==> src/rtl/mpdmac_cfg.sv <==
// APB configuration block for the matrix DMAC: base addresses, width, start pulse, status and done interrupt.
// Optional interrupt logic is built only when MPDMAC_CFG_IRQ_EN is defined.
module mpdmac_cfg #(
    parameter logic [31:0] VERSION = 32'h0001_2024
) (
    input  logic        clk,
    input  logic        rst_n,
    input  logic        psel_i,
    input  logic        penable_i,
    input  logic [11:0] paddr_i,
    input  logic        pwrite_i,
    input  logic [31:0] pwdata_i,
    output logic        pready_o,
    output logic [31:0] prdata_o,
    output logic        pslverr_o,
    output logic [31:0] src_addr_o,
    output logic [31:0] dst_addr_o,
    output logic [5:0]  mat_width_o,
    output logic        start_o,
    input  logic        done_i,
    output logic        irq_o
);

    localparam int unsigned AW = 12;
    localparam int unsigned DW = 32;
    localparam int unsigned WW = 6;

    localparam logic [AW-1:0] ADDR_VERSION   = 12'h000;
    localparam logic [AW-1:0] ADDR_SRC       = 12'h100;
    localparam logic [AW-1:0] ADDR_DST       = 12'h104;
    localparam logic [AW-1:0] ADDR_WIDTH     = 12'h108;
    localparam logic [AW-1:0] ADDR_START     = 12'h10C;
    localparam logic [AW-1:0] ADDR_STATUS    = 12'h110;
    localparam logic [AW-1:0] ADDR_IRQ_EN    = 12'h114;
    localparam logic [AW-1:0] ADDR_IRQ_STS   = 12'h118;

    typedef enum logic {
        ST_IDLE = 1'b0,
        ST_BUSY = 1'b1
    } state_e;

    state_e        state_q, state_d;
    logic          seen_low_q, seen_low_d;
    logic [DW-1:0] src_q, src_d;
    logic [DW-1:0] dst_q, dst_d;
    logic [WW-1:0] width_q, width_d;
    logic          start_q, start_d;
    logic [DW-1:0] prdata_q, prdata_d;

    logic          setup_rd_c;
    logic          access_wr_c;
    logic          start_req_c;
    logic          done_evt_c;
    logic [DW-1:0] rdata_c;
    logic          irq_en_rd_c;
    logic          irq_sts_rd_c;

    assign setup_rd_c  = psel_i & ~penable_i & ~pwrite_i;
    assign access_wr_c = psel_i & penable_i & pwrite_i;

    // Start is accepted only from an idle engine and never back-to-back with a pending pulse.
    assign start_req_c = access_wr_c & (paddr_i == ADDR_START) & pwdata_i[0] & done_i
                       & (state_q == ST_IDLE) & ~start_q;

    // Completion is the first done_i high after the engine has visibly dropped it.
    assign done_evt_c  = (state_q == ST_BUSY) & seen_low_q & done_i;

    assign pready_o    = 1'b1;
    assign pslverr_o   = 1'b0;
    assign prdata_o    = prdata_q;
    assign src_addr_o  = src_q;
    assign dst_addr_o  = dst_q;
    assign mat_width_o = width_q;
    assign start_o     = start_q;

    always_comb begin
        rdata_c = '0;
        case (paddr_i)
            ADDR_VERSION: rdata_c = VERSION;
            ADDR_SRC:     rdata_c = src_q;
            ADDR_DST:     rdata_c = dst_q;
            ADDR_WIDTH:   rdata_c = DW'(width_q);
            ADDR_STATUS:  rdata_c = DW'(done_i);
            ADDR_IRQ_EN:  rdata_c = DW'(irq_en_rd_c);
            ADDR_IRQ_STS: rdata_c = DW'(irq_sts_rd_c);
            default:      rdata_c = '0;
        endcase
    end

    always_comb begin
        state_d    = state_q;
        seen_low_d = seen_low_q;
        src_d      = src_q;
        dst_d      = dst_q;
        width_d    = width_q;
        prdata_d   = prdata_q;
        start_d    = start_req_c;

        if (setup_rd_c) begin
            prdata_d = rdata_c;
        end

        // Engine parameters are frozen while a transfer is in flight.
        if (access_wr_c && done_i) begin
            case (paddr_i)
                ADDR_SRC:   src_d   = pwdata_i;
                ADDR_DST:   dst_d   = pwdata_i;
                ADDR_WIDTH: width_d = pwdata_i[WW-1:0];
                default:    ;
            endcase
        end

        case (state_q)
            ST_IDLE: begin
                if (start_q) begin
                    state_d    = ST_BUSY;
                    seen_low_d = 1'b0;
                end
            end
            ST_BUSY: begin
                if (!done_i) begin
                    seen_low_d = 1'b1;
                end else if (seen_low_q) begin
                    state_d    = ST_IDLE;
                    seen_low_d = 1'b0;
                end
            end
            default: begin
                state_d    = ST_IDLE;
                seen_low_d = 1'b0;
            end
        endcase
    end

    always_ff @(posedge clk or negedge rst_n) begin
        if (!rst_n) begin
            state_q    <= ST_IDLE;
            seen_low_q <= 1'b0;
            src_q      <= '0;
            dst_q      <= '0;
            width_q    <= '0;
            start_q    <= 1'b0;
            prdata_q   <= '0;
        end else begin
            state_q    <= state_d;
            seen_low_q <= seen_low_d;
            src_q      <= src_d;
            dst_q      <= dst_d;
            width_q    <= width_d;
            start_q    <= start_d;
            prdata_q   <= prdata_d;
        end
    end

`ifdef MPDMAC_CFG_IRQ_EN
    logic irq_en_q, irq_en_d;
    logic irq_sts_q, irq_sts_d;
    logic irq_q, irq_d;

    assign irq_en_rd_c  = irq_en_q;
    assign irq_sts_rd_c = irq_sts_q;
    assign irq_o        = irq_q;

    // A done event in the same cycle as a W1C leaves the status set.
    always_comb begin
        irq_en_d  = irq_en_q;
        irq_sts_d = irq_sts_q;
        if (access_wr_c && (paddr_i == ADDR_IRQ_EN)) begin
            irq_en_d = pwdata_i[0];
        end
        if (access_wr_c && (paddr_i == ADDR_IRQ_STS) && pwdata_i[0]) begin
            irq_sts_d = 1'b0;
        end
        if (done_evt_c) begin
            irq_sts_d = 1'b1;
        end
        irq_d = irq_sts_d & irq_en_d;
    end

    always_ff @(posedge clk or negedge rst_n) begin
        if (!rst_n) begin
            irq_en_q  <= 1'b0;
            irq_sts_q <= 1'b0;
            irq_q     <= 1'b0;
        end else begin
            irq_en_q  <= irq_en_d;
            irq_sts_q <= irq_sts_d;
            irq_q     <= irq_d;
        end
    end
`else
    assign irq_en_rd_c  = 1'b0;
    assign irq_sts_rd_c = 1'b0;
    assign irq_o        = 1'b0;
`endif

endmodule

==> config.mk <==
export PLATFORM = sky130hd
export DESIGN_NAME = mpdmac_cfg
export DESIGN_NICKNAME = d
export VERILOG_FILES = /design/src/rtl/mpdmac_cfg.sv
export SDC_FILE = /design/constraint.sdc
export NUM_CORES = 1
export LEC_CHECK = 0
export BUFFER_PORTS_ARGS = -buffer_cell sky130_fd_sc_hd__buf_2
export CAP_MARGIN = 20
export CORE_MARGIN = 2
export CORE_UTILIZATION = 40
export CTS_CLUSTER_SIZE = 24
export DETAILED_ROUTE_END_ITERATION = 7
export GPL_TIMING_DRIVEN = 0
export PLACE_DENSITY_LB_ADDON = 0.15
export SLEW_MARGIN = 25
export SYNTH_ARGS = -nofsm -noshare
export SYNTH_HDL_FRONTEND = slang
export SYNTH_SLANG_ARGS = --single-unit
==> constraint.sdc <==
create_clock -name clk -period 2.25 [get_ports clk]
set_input_delay 0.3375 -clock clk [delete_from_list [all_inputs] [get_ports clk]]
set_output_delay 0.3375 -clock clk [all_outputs]
set_load 0.1 [all_outputs]
==> flow_summary.yaml, run 1 <==
outcome:
  status: "finished, final reports clean"
grt:
  grt_usage: 0.1982
  antenna_found_initial: 0
  use_met3: 0.05526
  grt_max_degree: 56
  first_global_vias: 3529
  grt_most_used_layer: "met2"
  grt_pass1_wl_um: 18260
  use_met2: 0.3335
  grtUsageMet1: 0.2537
  overflow: 0
place:
  place_area_mm2: 0.005474
  pre_cts_ws_ns: -0.1872
  place_congestion: 0.7778
  dp_hpwl_um: 8413
  port_buffers: 151
detailed_routing:
  route.vias.total: 3394
  drtPass1Iterations: 4
  route.detailed.drc: 0
  avgRoutedWirePerCell_um: 17.81
  ant_nets: 0
  drt_iter0_markers: 129
  post_drt_via_cell_ratio: 5.206
  wirelength_um: 11610
setup_path:
  crit_path_top_delay_cell: "nor4_1"
  r2r_cells: 2
  startpoint_type: "input pin"
  cpMostUsedCell: "buf_2"
  crit_chain: "buf_2 -> or4b_1 -> buf_2 -> nor4_1 -> a22oi_1 -> o21ai_0"
  path_class: "input pin to flip-flop"
  cp.required_ns: 2.51
  cp_max_fo: 6
  r2r_start: "state_q"
  startpoint: "paddr_i[9]"
  max_stage_delay_ns: 0.91
  arrival_ns: 2.34
  endpoint_kind: "flip-flop"
clock_network:
  cts_buffers: 9
  cts-root-buf: "clkbuf_16"
  cts_resized: 0
  cts.repair_timing.setup_buffer_count: 0
  cts.sinks: 105
  worstSkewPairLatency_ns: 0.34
  clk_pin_slew_ns: 0.07
  htree_levels: 3
  clock_path_buffers: 2
  cts-hold-fix-buffers: 1
  cts_tree: "yes"
floorplan:
  dieArea_mm2: 0.01213
  coreArea_mm2: 0.01094
  die-width_um: 110.1
  die_h_um: 110.1
  start_util: 0.4120
  io-pin-count: 156
  rows: 38
hold_path:
  hp-class: "input pin to flip-flop"
  whs_path_depth: 2
  hp-start: "pwdata_i[31]"
synth:
  synthArstFlopShare: 1.000
  yosysTopAreaCellShare: 0.5832
  syn-instance-count: 342
  synth-edff-count: 0
  muxShareOfSynthArea: 0.1897
  yosys.area.top_type: "dfrtp_1"
  synth_cell_type_count: 35
  avgSynthCellArea_um2: 13.17
  synth-compound-area-share: 0.1052
  synth_top_family_by_area: "multiplexers"
  yosys_register_bits: 105
  synthFlopType: "dfrtp_1"
  yosysMostFrequentCell: "dfrtp_1"
  synth-seq-area-share: 0.5832
  yosys.area_share.simple: 0.08553
  synth_common_cells: "dfrtp_1, mux2_2, nand2_1"
  synth_area_leaders: "dfrtp_1, mux2_2, a22oi_1"
  synth_xor_area_frac: 0
  syn_area_mm2: 0.004506
  yosysWarnings: 0
  synthAdderAreaFrac: 0
layout:
  drive_gt1_frac: 0.5117
  syn2layout_area_growth_pct: 29.24
  n_antenna_cell: 0
  fin_nets: 557
  fin_area_mm2: 0.005823
  postLayoutCoreUtil: 0.5325
timing:
  hold_viol: 0
  fin_worst_skew_ns: 0.006737
  worst_pin_slew_ns: 1.055
  max_freq_mhz: 479.6
  setup_viol: 0
  period_share: 0.9267
  whs_ns: 0.2348
  layout_setup_ws_ns: 0.1650
  period_needed_ns: 2.085
  maxSlewViolCount: 0
  slew_headroom: 0.2901
  rsz0062_at_grt: "false"
power_and_ir_drop:
  total_power_w: 0.003845
  ir_drop_v: 0.0003860
  power_density_mw_per_mm2: 660.2
  leakage_nw: 3.122
run:
  drv_cap: 0
## area by class of cell
class	instances	area, µm²
well taps	140	175.2
inverters	2	7.507
fillers	998	5112
clock buffers	10	239.0
clock inverters	6	95.09
repair buffers	153	799.5
multi-input cells	212	1730
flip-flops and latches	105	2628
plain buffers	24	148.9
## metal layers
layer  part of all wire  up-vias
met1               0.43     1696
met3              0.070        7
li1                   -     1591
met5                  0        -
met2               0.50      100
met4             0.0073        0
## registers in the layout, summed over array words and instances (netlist names)
name,count
mat_width_o,6
src_addr_o,32
state_q,1
dst_addr_o,32
prdata_o,32
start_o,1
seen_low_q,1
## cell usage in the layout, fill, tap and decap left out, types with 2 or more instances in the layout
master,count
nand2_1,34
o21ai_0,4
o211ai_1,2
conb_1,3
nand3_1,3
inv_6,3
a22oi_1,30
mux2_1,4
inv_1,2
bufinv_16,2
mux2_2,71
a21oi_1,2
nand3b_1,2
clkbuf_16,9
or4b_2,2
nor2_1,4
o2111ai_1,2
or3b_2,2
nor4_1,3
dfrtp_1,105
clkbuf_1,13
o31ai_1,24
nand4_1,2
nand3_2,3
buf_2,152
buf_4,3
buf_6,7
nor3_1,3
nor2_4,2
## final timing paths
| kind | to | slack [ns] |
|---|---|---|
| hold / removal | src_addr_o[31] | 0.23 |
| max in group asynchronous | src_addr_o[17] | 1.12 |
| min in group asynchronous | mat_width_o[0] | 0.50 |
| hold reg to reg | state_q | 0.46 |
| setup / recovery | prdata_o[5] | 0.17 |
| setup reg to reg | start_o | 0.83 |
## kinds of logic after synthesis
logic type,Yosys count
DFF,105
muxes,76
and+or+nand+nor,68
AOI/OAI and AO/OA,65
buffers and inverters,26
other,2
## critical path, delay by kind of cell
family / cells / cell delay [ns]
simple gates: 2 / 1.42
buf+inv: 2 / 0.29
compound gates: 2 / 0.29
## report_power, final
part           leakage, nW  switching (W)  internal [W]
Sequential            1.47     0.00000965       0.00190
Clock                0.164       0.000701       0.00102
Combinational         1.49       0.000149     0.0000649
## metrics by stage
step / instances / setup TNS [ns]
floorplan: 343 / 0
global placement: 634 / -34.89
detailed placement: 635 / -5.266
CTS: 652 / 0
global route: 652 / 0
finish: 652 / 0
(Power assumes the default switching activity.)
==> run 2, diff against run 1 <==
==> constraint.sdc (replaced) <==
create_clock -name clk -period 1.9 [get_ports clk]
set_input_delay 0.285 -clock clk [delete_from_list [all_inputs] [get_ports clk]]
set_output_delay 0.285 -clock clk [all_outputs]
set_load 0.1 [all_outputs]
==> run 2 against run 1 <==
Compared with the run above:
- clock power grew 18%
- non-clock buffer count unchanged
- sequential power is 18% higher
- utilization increased by 0.31 points
- clock-buffer cell count is the same
- sequential cell count unchanged
==> flow_summary.yaml, run 2 (same netlist as run 1, synthesis figures left out) <==
grt:
  use_met3: 0.05526
  grt_usage: 0.1981
  grt_pass1_wl_um: 18250
  grtUsageMet1: 0.2537
  grt_most_used_layer: "met2"
  grt_max_degree: 56
  first_global_vias: 3526
  overflow: 0
  antenna_found_initial: 0
  use_met2: 0.3330
hold_path:
  hp-class: "input pin to flip-flop"
  hp-start: "pwdata_i[31]"
  whs_path_depth: 2
  min_to: "src_addr_o[31]"
detailed_routing:
  avgRoutedWirePerCell_um: 17.84
  route.vias.total: 3400
  drtPass1Iterations: 4
  wirelength_um: 11630
  ant_nets: 0
  drt_iter0_markers: 109
  route.detailed.drc: 0
  post_drt_via_cell_ratio: 5.215
floorplan:
  coreArea_mm2: 0.01094
  die-width_um: 110.1
  start_util: 0.4120
  io-pin-count: 156
  dieArea_mm2: 0.01213
  die_h_um: 110.1
  rows: 38
timing:
  rsz0062_at_grt: "false"
  setup_viol: 0
  max_freq_mhz: 540.8
  maxSlewViolCount: 0
  period_needed_ns: 1.849
  fin_worst_skew_ns: 0.007103
  worst_pin_slew_ns: 0.6760
  period_share: 0.9733
  tns_ns: 0
  slew_headroom: 0.5458
  hold_viol: 0
layout:
  fin_area_mm2: 0.005857
  syn2layout_area_growth_pct: 29.99
  fillerInstances: 998
  final_common_cell: "buf_2"
  drive_gt1_frac: 0.5195
  n_antenna_cell: 0
  fin_nets: 557
  multi_input_area_mm2: 0.001757
  final_cell_mix: "buf_2, dfrtp_1, mux2_2, nand2_1, a22oi_1"
  seq_area_mm2: 0.002628
place:
  place_congestion: 0.7778
  dp_hpwl_um: 8413
  port_buffers: 151
  place_area_mm2: 0.005474
setup_path:
  cp.required_ns: 2.12
  endpoint_kind: "flip-flop"
  arrival_ns: 2.07
  crit_path_top_delay_cell: "or4_1"
  r2r_cells: 2
  path_class: "input pin to flip-flop"
  cp_top_family: "simple AND/OR/NAND/NOR gates"
  crit_chain: "buf_2 -> or4_1 -> nor2_4 -> nand3_2 -> buf_6 -> mux2_1"
  cp_max_fo: 10
  max_stage_delay_ns: 0.65
  rrSetupSlack_ns: 0.47
  startpoint_type: "input pin"
  cp_num_buf_inv: 2
  reg2reg_to: "start_o"
  r2r_start: "state_q"
clock_network:
  cts_buffers: 9
  cts_tree: "yes"
  htree_levels: 3
  clk_pin_slew_ns: 0.07
  worstSkewPairLatency_ns: 0.34
  clock_path_buffers: 2
  cts.sinks: 105
  cts-root-buf: "clkbuf_16"
outcome:
  status: "finished, final reports clean"
power_and_ir_drop:
  leakage_nw: 3.131
  total_power_w: 0.004551
  power_density_mw_per_mm2: 777.1
  ir_drop_v: 0.0004543
run:
  drv_cap: 0
## run 2: cell types whose count changed in the layout (fill, tap and decap cells not counted)
cell,change
buf_4,+2
clkbuf_1,-2
nor4_1,-2
nor4_2,+2
nand3_2,-1
nand3_4,+1
nor3b_2,-1
nor3b_4,+1
## run 2: area by class of cell
type | instances | area share
repair buffers | 153 | 0.1365
flip-flops and latches | 105 | 0.4486
plain buffers | 24 | 0.02670
well taps | 140 | 0.02991
inverters | 2 | 0.001282
clock inverters | 6 | 0.01624
clock buffers | 10 | 0.04080
multi-input cells | 212 | 0.2999
## run 2: report_power, final
part	switching, W	internal [W]	leakage (nW)	total, W
Combinational	0.000179	0.0000779	1.50	0.000257
Clock	0.000824	0.00121	0.164	0.00203
Sequential	0.0000118	0.00225	1.47	0.00226
## run 2: metal layers
| metal | vias up | part of all wire |
|---|---|---|
| li1 | 1590 | - |
| met1 | 1695 | 0.42 |
| met2 | 109 | 0.50 |
| met3 | 6 | 0.070 |
| met4 | 0 | 0.0069 |
| met5 | - | 0 |
## run 2: timing repair
action / in CTS / in global routing
resized for setup: 3 / 11
setup endpoints to repair: 43 / 28
pin swaps: 0 / 1
hold buffers: 1 / 0
buffers inserted: 0 / 0
gates cloned: 0 / 0
hold endpoints to repair: 50 / 0
## run 2: stage by stage
step	hold slack (ns)	setup WS [ns]	util	cells
floorplan	-0.01059	0.03594	-	343
global placement	0.4503	-0.5916	0.4975	634
detailed placement	0.2606	-0.4847	0.5006	635
CTS	0.1725	0.01828	0.5332	652
global route	0.1762	0.004157	0.5356	652
finish	0.1816	0.05080	0.5356	652
## run 2: how the worst max path moves through the flow
stage                     depth (start not counted)  slack, ns             end  startpoint
after detailed placement                          6      -0.48     prdata_o[5]  paddr_i[9]
after floorplan                                   4       0.04  mat_width_o[0]  paddr_i[9]
after global routing                              7      0.004    prdata_o[20]      psel_i
after global placement                            1      -0.59    prdata_o[14]       rst_n
final                                             6       0.05   dst_addr_o[2]  paddr_i[5]
after CTS                                         6       0.02     prdata_o[0]  paddr_i[9]
